===== src/rtl/ddr_app_pkg.sv =====
// Shared constants and types for the DDR app-interface request sequencer.
package ddr_app_pkg;

   localparam logic [2:0] DDR_CMD_WRITE = 3'b000;
   localparam logic [2:0] DDR_CMD_READ  = 3'b001;

   typedef enum logic {
      IDLE  = 1'b0,
      ISSUE = 1'b1
   } seq_state_t;

   // Credit counter must hold the full value RD_CREDITS, not just RD_CREDITS-1.
   function automatic int unsigned credit_w(input int unsigned credits);
      return $clog2(credits + 1);
   endfunction

endpackage


===== src/rtl/ddr_sync_fifo.sv =====
// Single-clock FIFO with registered empty/full flags and a first-word-fall-through read port.
module ddr_sync_fifo #(
   parameter int unsigned WIDTH = 8,
   parameter int unsigned DEPTH = 16
) (
   input  logic             clk,
   input  logic             rst_n,
   input  logic             push,
   input  logic [WIDTH-1:0] din,
   input  logic             pop,
   output logic [WIDTH-1:0] dout,
   output logic             empty,
   output logic             full
);

   localparam int unsigned AW = (DEPTH > 1) ? $clog2(DEPTH) : 1;
   localparam int unsigned CW = $clog2(DEPTH + 1);

   logic [WIDTH-1:0] mem [DEPTH];
   logic [AW-1:0]    wr_ptr;
   logic [AW-1:0]    rd_ptr;
   logic [CW-1:0]    count;
   logic [CW-1:0]    count_n;
   logic             do_push;
   logic             do_pop;

   assign do_push = push & ~full;
   assign do_pop  = pop & ~empty;
   assign dout    = mem[rd_ptr];

   always_comb begin
      count_n = count + CW'(do_push) - CW'(do_pop);
   end

   // Storage is not reset; validity is tracked by the pointers and count.
   always_ff @(posedge clk) begin
      if (do_push) mem[wr_ptr] <= din;
   end

   always_ff @(posedge clk or negedge rst_n) begin
      if (!rst_n) begin
         wr_ptr <= '0;
         rd_ptr <= '0;
         count  <= '0;
         empty  <= 1'b1;
         full   <= 1'b0;
      end else begin
         if (do_push) wr_ptr <= (wr_ptr == AW'(DEPTH - 1)) ? '0 : wr_ptr + AW'(1);
         if (do_pop)  rd_ptr <= (rd_ptr == AW'(DEPTH - 1)) ? '0 : rd_ptr + AW'(1);
         count <= count_n;
         empty <= (count_n == '0);
         full  <= (count_n == CW'(DEPTH));
      end
   end

endmodule


===== src/rtl/ddr_app_req_sequencer.sv =====
// Client-to-MIG app_* request sequencer with credit-bounded, in-order tagged read returns.
// Optional periodic ZQ calibration requests are enabled by defining DDR_APP_SEQ_ZQ_EN.
module ddr_app_req_sequencer
   import ddr_app_pkg::*;
#(
   parameter int unsigned ADDR_W      = 28,
   parameter int unsigned DATA_W      = 256,
   parameter int unsigned MASK_W      = 32,
   parameter int unsigned TAG_W       = 4,
   parameter int unsigned RD_CREDITS  = 16,
   parameter int unsigned ZQ_INTERVAL = 32768
) (
   input  logic              ui_clk,
   input  logic              ui_rst_n,
   input  logic              init_calib_complete,
   input  logic              req_valid,
   output logic              req_ready,
   input  logic              req_write,
   input  logic [ADDR_W-1:0] req_addr,
   input  logic [DATA_W-1:0] req_wdata,
   input  logic [MASK_W-1:0] req_wmask,
   input  logic [TAG_W-1:0]  req_tag,
   output logic              rsp_valid,
   input  logic              rsp_ready,
   output logic [DATA_W-1:0] rsp_data,
   output logic [TAG_W-1:0]  rsp_tag,
   output logic [ADDR_W-1:0] app_addr,
   output logic [2:0]        app_cmd,
   output logic              app_en,
   input  logic              app_rdy,
   output logic [DATA_W-1:0] app_wdf_data,
   output logic [MASK_W-1:0] app_wdf_mask,
   output logic              app_wdf_wren,
   output logic              app_wdf_end,
   input  logic              app_wdf_rdy,
   input  logic [DATA_W-1:0] app_rd_data,
   input  logic              app_rd_data_valid,
   output logic              app_zq_req,
   input  logic              app_zq_ack,
   output logic              err_unexp_rd
);

   localparam int unsigned CRED_W = credit_w(RD_CREDITS);
   localparam int unsigned RSP_W  = DATA_W + TAG_W;

   seq_state_t        state;
   seq_state_t        state_n;
   logic [CRED_W-1:0] credits;
   logic [CRED_W-1:0] credits_n;
   logic              ready_q;
   logic              ready_n;
   logic              zq_pending_n;

   logic [ADDR_W-1:0] addr_n;
   logic [2:0]        cmd_n;
   logic              en_n;
   logic [DATA_W-1:0] wdata_n;
   logic [MASK_W-1:0] wmask_n;
   logic              wren_n;

   logic              accept;
   logic              rd_accept;
   logic              rsp_pop;
   logic              cmd_fin;
   logic              wdf_fin;
   logic              rd_push;
   logic              tag_empty;
   logic              rsp_empty;
   logic [TAG_W-1:0]  tag_head;
   logic [RSP_W-1:0]  rsp_word;
   logic              unused_tag_full;
   logic              unused_rsp_full;

   // The only combinational term is the credit qualifier for reads; req_valid never feeds back.
   assign req_ready = ready_q & (req_write | (credits != '0));
   assign accept    = req_valid & req_ready;
   assign rd_accept = accept & ~req_write;
   assign rsp_valid = ~rsp_empty;
   assign rsp_pop   = rsp_valid & rsp_ready;
   assign {rsp_tag, rsp_data} = rsp_word;

   // Completion counts handshakes landing this cycle as well as earlier ones.
   assign cmd_fin = ~app_en | app_rdy;
   assign wdf_fin = ~app_wdf_wren | app_wdf_rdy;
   assign rd_push = app_rd_data_valid & ~tag_empty;

   always_ff @(posedge ui_clk or negedge ui_rst_n) begin
      if (!ui_rst_n) state <= IDLE;
      else           state <= state_n;
   end

   always_comb begin
      state_n = state;
      case (state)
         IDLE:    if (accept) state_n = ISSUE;
         ISSUE:   if (cmd_fin && wdf_fin) state_n = IDLE;
         default: state_n = IDLE;
      endcase
   end

   always_comb begin
      addr_n  = app_addr;
      cmd_n   = app_cmd;
      en_n    = app_en;
      wdata_n = app_wdf_data;
      wmask_n = app_wdf_mask;
      wren_n  = app_wdf_wren;
      if (app_en && app_rdy)           en_n   = 1'b0;
      if (app_wdf_wren && app_wdf_rdy) wren_n = 1'b0;
      if (accept) begin
         addr_n  = req_addr;
         cmd_n   = req_write ? DDR_CMD_WRITE : DDR_CMD_READ;
         en_n    = 1'b1;
         wdata_n = req_wdata;
         wmask_n = req_wmask;
         wren_n  = req_write;
      end
      ready_n = (state_n == IDLE) & init_calib_complete & ~zq_pending_n;
   end

   // A read accept and a response pop in the same cycle cancel out.
   always_comb begin
      credits_n = credits;
      case ({rd_accept, rsp_pop})
         2'b10:   credits_n = credits - CRED_W'(1);
         2'b01:   if (credits != CRED_W'(RD_CREDITS)) credits_n = credits + CRED_W'(1);
         default: credits_n = credits;
      endcase
   end

   always_ff @(posedge ui_clk or negedge ui_rst_n) begin
      if (!ui_rst_n) begin
         app_addr     <= '0;
         app_cmd      <= '0;
         app_en       <= 1'b0;
         app_wdf_data <= '0;
         app_wdf_mask <= '0;
         app_wdf_wren <= 1'b0;
         app_wdf_end  <= 1'b0;
         ready_q      <= 1'b0;
         credits      <= CRED_W'(RD_CREDITS);
         err_unexp_rd <= 1'b0;
      end else begin
         app_addr     <= addr_n;
         app_cmd      <= cmd_n;
         app_en       <= en_n;
         app_wdf_data <= wdata_n;
         app_wdf_mask <= wmask_n;
         app_wdf_wren <= wren_n;
         app_wdf_end  <= wren_n;
         ready_q      <= ready_n;
         credits      <= credits_n;
         if (app_rd_data_valid && tag_empty) err_unexp_rd <= 1'b1;
      end
   end

   ddr_sync_fifo #(.WIDTH(TAG_W), .DEPTH(RD_CREDITS)) u_tag_fifo (
      .clk   (ui_clk),
      .rst_n (ui_rst_n),
      .push  (rd_accept),
      .din   (req_tag),
      .pop   (rd_push),
      .dout  (tag_head),
      .empty (tag_empty),
      .full  (unused_tag_full)
   );

   ddr_sync_fifo #(.WIDTH(RSP_W), .DEPTH(RD_CREDITS)) u_rsp_fifo (
      .clk   (ui_clk),
      .rst_n (ui_rst_n),
      .push  (rd_push),
      .din   ({tag_head, app_rd_data}),
      .pop   (rsp_pop),
      .dout  (rsp_word),
      .empty (rsp_empty),
      .full  (unused_rsp_full)
   );

`ifdef DDR_APP_SEQ_ZQ_EN
   localparam int unsigned ZQ_W = (ZQ_INTERVAL > 1) ? $clog2(ZQ_INTERVAL) : 1;

   logic [ZQ_W-1:0] zq_cnt;
   logic            zq_pending;
   logic            zq_ack_done;

   assign zq_ack_done = app_zq_req & app_zq_ack;

   always_comb begin
      zq_pending_n = zq_pending;
      if (zq_ack_done)
         zq_pending_n = 1'b0;
      else if (!zq_pending && init_calib_complete && (zq_cnt == '0))
         zq_pending_n = 1'b1;
   end

   // Interval counter freezes while a ZQ is pending and restarts on acknowledge.
   always_ff @(posedge ui_clk or negedge ui_rst_n) begin
      if (!ui_rst_n) begin
         zq_cnt     <= ZQ_W'(ZQ_INTERVAL - 1);
         zq_pending <= 1'b0;
         app_zq_req <= 1'b0;
      end else begin
         zq_pending <= zq_pending_n;
         if (zq_ack_done)
            zq_cnt <= ZQ_W'(ZQ_INTERVAL - 1);
         else if (!zq_pending && init_calib_complete && (zq_cnt != '0))
            zq_cnt <= zq_cnt - ZQ_W'(1);
         if (zq_ack_done)
            app_zq_req <= 1'b0;
         else if (zq_pending && (state == IDLE))
            app_zq_req <= 1'b1;
      end
   end
`else
   logic unused_zq;

   assign zq_pending_n = 1'b0;
   assign app_zq_req   = 1'b0;
   assign unused_zq    = app_zq_ack ^ (ZQ_INTERVAL == 0);
`endif

endmodule


===== config.mk =====
export PLATFORM = sky130hd
export DESIGN_NAME = ddr_app_req_sequencer
export DESIGN_NICKNAME = d
export VERILOG_FILES = /design/src/rtl/ddr_app_pkg.sv /design/src/rtl/ddr_sync_fifo.sv /design/src/rtl/ddr_app_req_sequencer.sv
export SDC_FILE = /design/constraint.sdc
export NUM_CORES = 2
export LEC_CHECK = 0
export ABC_AREA = 1
export CAP_MARGIN = 20
export CORE_MARGIN = 4
export CORE_UTILIZATION = 35
export CTS_BUF_LIST = sky130_fd_sc_hd__clkbuf_8
export CTS_CLUSTER_SIZE = 30
export DETAILED_ROUTE_END_ITERATION = 10
export PLACE_DENSITY = 0.55
export SLEW_MARGIN = 20
export SYNTH_ARGS = -nofsm -noshare
export SYNTH_HDL_FRONTEND = slang
export SYNTH_MEMORY_MAX_BITS = 65536
export SYNTH_SLANG_ARGS = --single-unit

===== constraint.sdc =====
create_clock -name ui_clk -period 16 [get_ports ui_clk]
set_clock_uncertainty 0.15 [all_clocks]
set_input_delay 1.6 -clock ui_clk [delete_from_list [all_inputs] [get_ports ui_clk]]
set_output_delay 1.6 -clock ui_clk [all_outputs]
set_load 0.02 [all_outputs]

=== Word level (Yosys, flattened, before mapping) ===
Memory sizes are Yosys's and may differ from the RTL's.
Cells that the tools add are included.
Widths: inputs -> output; s select.

* Flip-flop bits (word level): 359
* Memory bits (writable): 4,224
* Input port bits: 586
* Output and inout bits: 586
* Logic and storage cells: 93
* Memories: 2

{| class="wikitable"
|+ Memory list
! memory !! depth !! bits a word !! rd ports !! clocked after Yosys merged registers in !! write ports !! line !! source
|-
| u_rsp_fifo.mem || 16 || 260 || 1 || 0 || 1 || ddr_sync_fifo.sv:19 || <nowiki>logic [WIDTH-1:0] mem [DEPTH];</nowiki>
|-
| u_tag_fifo.mem || 16 || 4 || 1 || 0 || 1 || ddr_sync_fifo.sv:19 ||
|}

* Add/subtract/negate cells: 10
* Equal/unequal tests: 10
* Mux-type cells: 18
* Bitwise logic cells: 22
* Reduce and logical (&&, ||, !) cells: 11

{| class="wikitable"
|+ Operators by type and width
! operator !! count
|-
| $add 4x1->4 const B || 4
|-
| $eq 4x4->1 const B || 4
|-
| $mux 4 || 4
|-
| $mux 1 || 11
|-
| $add 5x1->5 || 2
|-
| $and 1x1->1 || 10
|-
| $eq 5x5->1 const B || 2
|-
| $logic_not 5->1 || 2
|-
| $pmux 5 s2 || 1
|-
| $sub 5x1->5 || 2
|-
| $not 1->1 || 9
|-
| $reduce_bool 2->1 || 3
|-
| $add 5x1->5 const B || 1
|-
| $mux 5 || 1
|-
| $ne 5x5->1 const B || 1
|-
| $reduce_bool 5->1 || 1
|-
| $sub 5x1->5 const B || 1
|-
| $logic_and 1x1->1 || 4
|-
| $or 1x1->1 || 3
|-
| $eq 2x1->1 const B || 1
|-
| $eq 2x2->1 const B || 1
|-
| $ne 2x2->1 const B || 1
|-
| $pmux 1 s2 || 1
|-
| $reduce_and 2->1 || 1
|}

=== Depth between registers and ports, before layout ===
* Word-level depth: 9
* Depth in mapped cells: 13
* Depth with buffers taken out: 12

=== By module ===
A second synthesis with hierarchy kept.

* Cells, all modules: 17,561
* Area, all modules: 190,138.6 µm²

{| class="wikitable"
|+ By module, submodules not included
! module !! instances !! cells each !! area each (µm²) !! seq. area each (µm²)
|-
| ddr_sync_fifo at u_rsp_fifo || 1 || 15,756 || 173,853.0 || 125,296.4
|-
| ddr_app_req_sequencer || 1 || 1,413 || 12,538.3 || 8,184.1
|-
| ddr_sync_fifo at u_tag_fifo || 1 || 392 || 3,747.3 || 2,298.5
|}

=== Least setup slack after synthesis ===
Ideal clock, no wire load.

* Path kind: input to register
* From: input app_rd_data_valid
* To: register u_rsp_fifo.wr_ptr[3]
* Library setup time: 627 ps
* Arrival time: 13,364 ps
* Data required time: 15,223 ps
* Setup slack: 1,859 ps
* Stages on the path: 7
* Path buffers: 0
* Path through: inv_1 nor2_2 inv_1 nor2_2 inv_1 nor2_1 nor3_1

* Longest elaborated chain between the ends: 2

{| class="wikitable"
|+ RTL lines
! what !! line !! source
|-
| start: declaration || ddr_app_req_sequencer.sv:37 || <nowiki>input logic app_rd_data_valid,</nowiki>
|-
| $and 1x1->1 || ddr_app_req_sequencer.sv:85 || <nowiki>assign rd_push = app_rd_data_valid & ~tag_empty;</nowiki>
|-
| $and 1x1->1 || ddr_sync_fifo.sv:27 || <nowiki>assign do_push = push & ~full;</nowiki>
|-
| via u_rsp_fifo.do_push || ddr_sync_fifo.sv:24 || <nowiki>logic do_push;</nowiki>
|-
| end signal: assignment || ddr_sync_fifo.sv:48 || <nowiki>if (do_push) wr_ptr <= (wr_ptr == AW'(DEPTH - 1)) ? '0 : wr_ptr + AW'(1);</nowiki>
|-
| end: declaration || ddr_sync_fifo.sv:20 || <nowiki>logic [AW-1:0] wr_ptr;</nowiki>
|}

The timed path passes the listed nets, and every way through them passes these cells.
A chain may end at the register's enable or synchronous reset.

=== Worst setup path in the final report ===
* From: register u_rsp_fifo.rd_ptr[0]
* To: output rsp_data[51]

* Longest elaborated chain between the ends: 1

{| class="wikitable"
|+ RTL lines
! what !! line !! source
|-
| start: declaration || ddr_sync_fifo.sv:21 || <nowiki>logic [AW-1:0] rd_ptr;</nowiki>
|-
| start signal: assignment || ddr_sync_fifo.sv:49 || <nowiki>if (do_pop) rd_ptr <= (rd_ptr == AW'(DEPTH - 1)) ? '0 : rd_ptr + AW'(1);</nowiki>
|-
| $mem_v2 16x260 || n/a ||
|-
| end: declaration || ddr_app_req_sequencer.sv:25 || <nowiki>output logic [DATA_W-1:0] rsp_data,</nowiki>
|}

Every way passes these cells.

==> results.md <==
* Vias at 115000
* Global route total overflow at 0
* Ys flop type: edfxtp_1
* First-pass iteration count of the detailed router at 6
* Post-synthesis register bit count at 4581
* CTS clock-pin slew for the worst setup and hold paths at 0.06 ns
* Synthesized area at 0.177 mm²
* CORE AREA at 0.503 mm²
* Final Max Slew Viols at 0
* Clock tree from TritonCTS: done
* DRC Markers at 0
* Pwr per Cell Area at 188 mW/mm²
* Post-synth EDFFs at 4224
* Clock Tree Buf Depth at 4
* Buffers on Ports at 1167
* CTS Hold Buffers Added at 0
* Vias per cell at 5.29
* Worst Max-Slew Pin Slew at 1.19 ns
* Clock net sink count at 4581
* CP Launch Point: u_rsp_fifo.rd_ptr[0]$_DFFE_PN0P_
* Post-Syn Instances at 13300
* Full die area at 0.517 mm²
* Ranking of synthesized cells by area: edfxtp_1, o21ai_0, dfrtp_1
* Starting density of the core at 0.352
* TritonCTS Buffers at 757
* Top Ports at 1172
* Rel. slew slack at 0.207
* R2r endpoint: u_rsp_fifo.mem[2][80]$_DFFE_PP_
* Path category of the worst min-delay check: primary input to async pin
* Initial antenna violation count at 142
* Layout cell share with drive strength beyond 1 at 0.0758
* 1st-iter DRT viols at 10300
* Sw Ratio at 0.397
* Drt total wl at 564 mm
* GRT Total Usage at 0.209
* Die height at 719 µm
* Status: finished clean
* Synth Area per Inst at 13.3 µm²
* Logic pwr share at 0.371
* Startpoint Class: flip-flop
* Tcrit/Tclk final at 0.602
* WL per Instance at 25.9 µm
* Ys async rst share at 0.0779
* P_int at 23.8 mW
* CP Max Fanout at 91
* Power, Total at 39.4 mW
* Worst Path Required at 14.25 ns
* H-tree Lvls at 6
* Vias in the first global route at 110000
* Storage element area at 0.136 mm²
* Pleak at 70.4 nW
* VDD IR-drop max at 158 µV
* Die width at 719 µm
* Max_cap viols at 0
* Yosys warning count at 0
* Tmin final at 9.64 ns
* Dominant cell type by area after synthesis: edfxtp_1
* Critical path class: flip-flop to primary output
* Reg2Reg Launch Point: u_tag_fifo.empty$_DFF_PN1_
* FF-to-FF path depth at 9
* RSZ-0062 raised after global routing: no
* Post-cts resize count at 0
* First-pass GRT wire length at 801 mm
* Clock power share at 0.245
* Filler Cells Inserted at 46700
* Final Hold Viols at 0
* WP data arrival at 7.89 ns
* Area of the multi-input gates at 0.0369 mm²
* ANT nets after route at 0
* Pin count of the biggest net entering global routing at 216
* Netlist cell types at 30
* Area Growth Syn to Fin at 18.2%
* Cell Rows at 260
* Reg power frac at 0.384
* Critical Path Sink Type: primary output
* Nets@finish at 15100
* Worst R2R Setup Slack at 10.52 ns
* Setup crit end: rsp_data[51]
* Seq/Total Area, Yosys at 0.767
* Sum Neg Setup Slack at 0 ns
* Max Clock Freq at 0.104 GHz
* # setup viols final at 0
* Root Driver: clkbuf_8
* Post-CTS Setup Inserts at 0
* HPWL Detailed at 309 mm
* Synth top area share at 0.717
* Clock Latency Late Sink at 1.29 ns
* GP Congestion at 0.934
* Switching power at 15.6 mW
## metrics by stage
stage | instance area (µm²) | setup slack (ns) | hold WS [ns] | std cells | utilization
after global placement | 195000 | 7.73 | 0.301 | 20400 | 0.388
after detailed placement | 195000 | 7.67 | 0.307 | 20400 | 0.388
after CTS | 209000 | 6.23 | 0.0922 | 21700 | 0.416
after floorplan | 177000 | 1.86 | 0.315 | 13300 | -
after global routing | 209000 | 5.91 | 0.187 | 21800 | 0.416
final | 209000 | 6.36 | 0.233 | 21800 | 0.416
## power by group through the flow
stage	Combinational [mW]	Clock, mW	Sequential, mW
3_5_place_dp	14.7	0	15.4
4_1_cts	14.7	9.89	15.1
3_3_place_gp	14.7	0	15.3
2_1_floorplan	7.89	0	16.0
6_report	14.6	9.64	15.1
5_1_grt	15.8	10.5	15.2
## cell usage in the layout, fill, tap and decap left out, types with 164 or more instances in the layout
cell             synthesis  final
edfxtp_1              4224   4224
nand3_1                234    233
clkbuf_8                 0    782
nor2_1                2291   2275
o21ai_0               2174   2174
dfrtp_1                354    350
inv_1                   51    330
buf_4                   63    164
o21ai_1                217    217
o221ai_1               485    485
o22ai_1                488    488
clkdlybuf4s50_1          0   1166
nand2_1               1587   1587
## layer usage
layer | up-vias | track usage | wire length [µm]
met3 | 988 | 0.0527 | 46600
met1 | 58300 | 0.283 | 241000
met5 | - | 0 | 576
met4 | 90 | 0.0638 | 16400
met2 | 4181 | 0.330 | 260000
li1 | 51700 | - | -
## worst min-delay path by stage
stage          slack, ns  cells after the start                      from                            to
2_1_floorplan       0.32                      1           state$_DFF_PN0_               state$_DFF_PN0_
5_1_grt             0.19                      1                  ui_rst_n  app_wdf_data[78]$_DFFE_PN0P_
3_3_place_gp        0.30                      1  err_unexp_rd$_DFFE_PN0P_      err_unexp_rd$_DFFE_PN0P_
6_report            0.23                      1                  ui_rst_n  app_wdf_data[78]$_DFFE_PN0P_
3_5_place_dp        0.31                      1  err_unexp_rd$_DFFE_PN0P_      err_unexp_rd$_DFFE_PN0P_
4_1_cts             0.09                      1                  ui_rst_n  app_wdf_data[78]$_DFFE_PN0P_
## final cells by class
cell class	count	area share
sequential	4581	0.649
multi-input combinational	7699	0.177
timing repair buffer	1363	0.0648
clock buffer	782	0.0515
tap	6681	0.0400
clock inverter	569	0.0158
inverter	55	0.00121
antenna	61	0.000730
## flip-flops by register name, summed over array words and instances, names as in the netlist, 4 cells and up
register / count
app_wdf_data: 256
u_rsp_fifo.wr_ptr: 4
u_tag_fifo.wr_ptr: 4
u_tag_fifo.rd_ptr: 4
u_rsp_fifo.mem: 4160
u_tag_fifo.count: 5
u_tag_fifo.mem: 64
app_wdf_mask: 32
credits: 5
app_addr: 28
u_rsp_fifo.rd_ptr: 4
u_rsp_fifo.count: 5
## Yosys cell counts (7+ instances only)
| cell | instances |
|---|---|
| o211ai_1 | 158 |
| buf_4 | 63 |
| o21ai_1 | 217 |
| ha_1 | 23 |
| o221ai_1 | 485 |
| nand2_1 | 1587 |
| a21oi_1 | 7 |
| clkbuf_1 | 630 |
| nor2_1 | 2291 |
| buf_6 | 9 |
| o21ai_0 | 2174 |
| edfxtp_1 | 4224 |
| inv_1 | 51 |
| o22ai_1 | 488 |
| buf_1 | 27 |
| nand3_1 | 234 |
| dfrtp_1 | 354 |
| xor2_1 | 10 |
| buf_2 | 223 |
## cell families after synthesis
logic type	synth area share
fa+ha+maj	0.00197
other cells	0.0000212
simple gates	0.0893
compound gates	0.116
flops	0.767
buf+inv	0.0247
xor+xnor	0.000743
## worst max-delay path: stages, from the launching register on
cell and delay, ns:
dfrtp_4 0.86, buf_4 0.70, buf_4 0.67, buf_4 0.71, buf_4 0.79, buf_4 0.82, o21ai_0 0.21, o221ai_1 0.24
o211ai_1 0.13, nand2_1 0.21, clkdlybuf4s50_1 0.98
No activity file was read; power rests on OpenSTA's default activity.
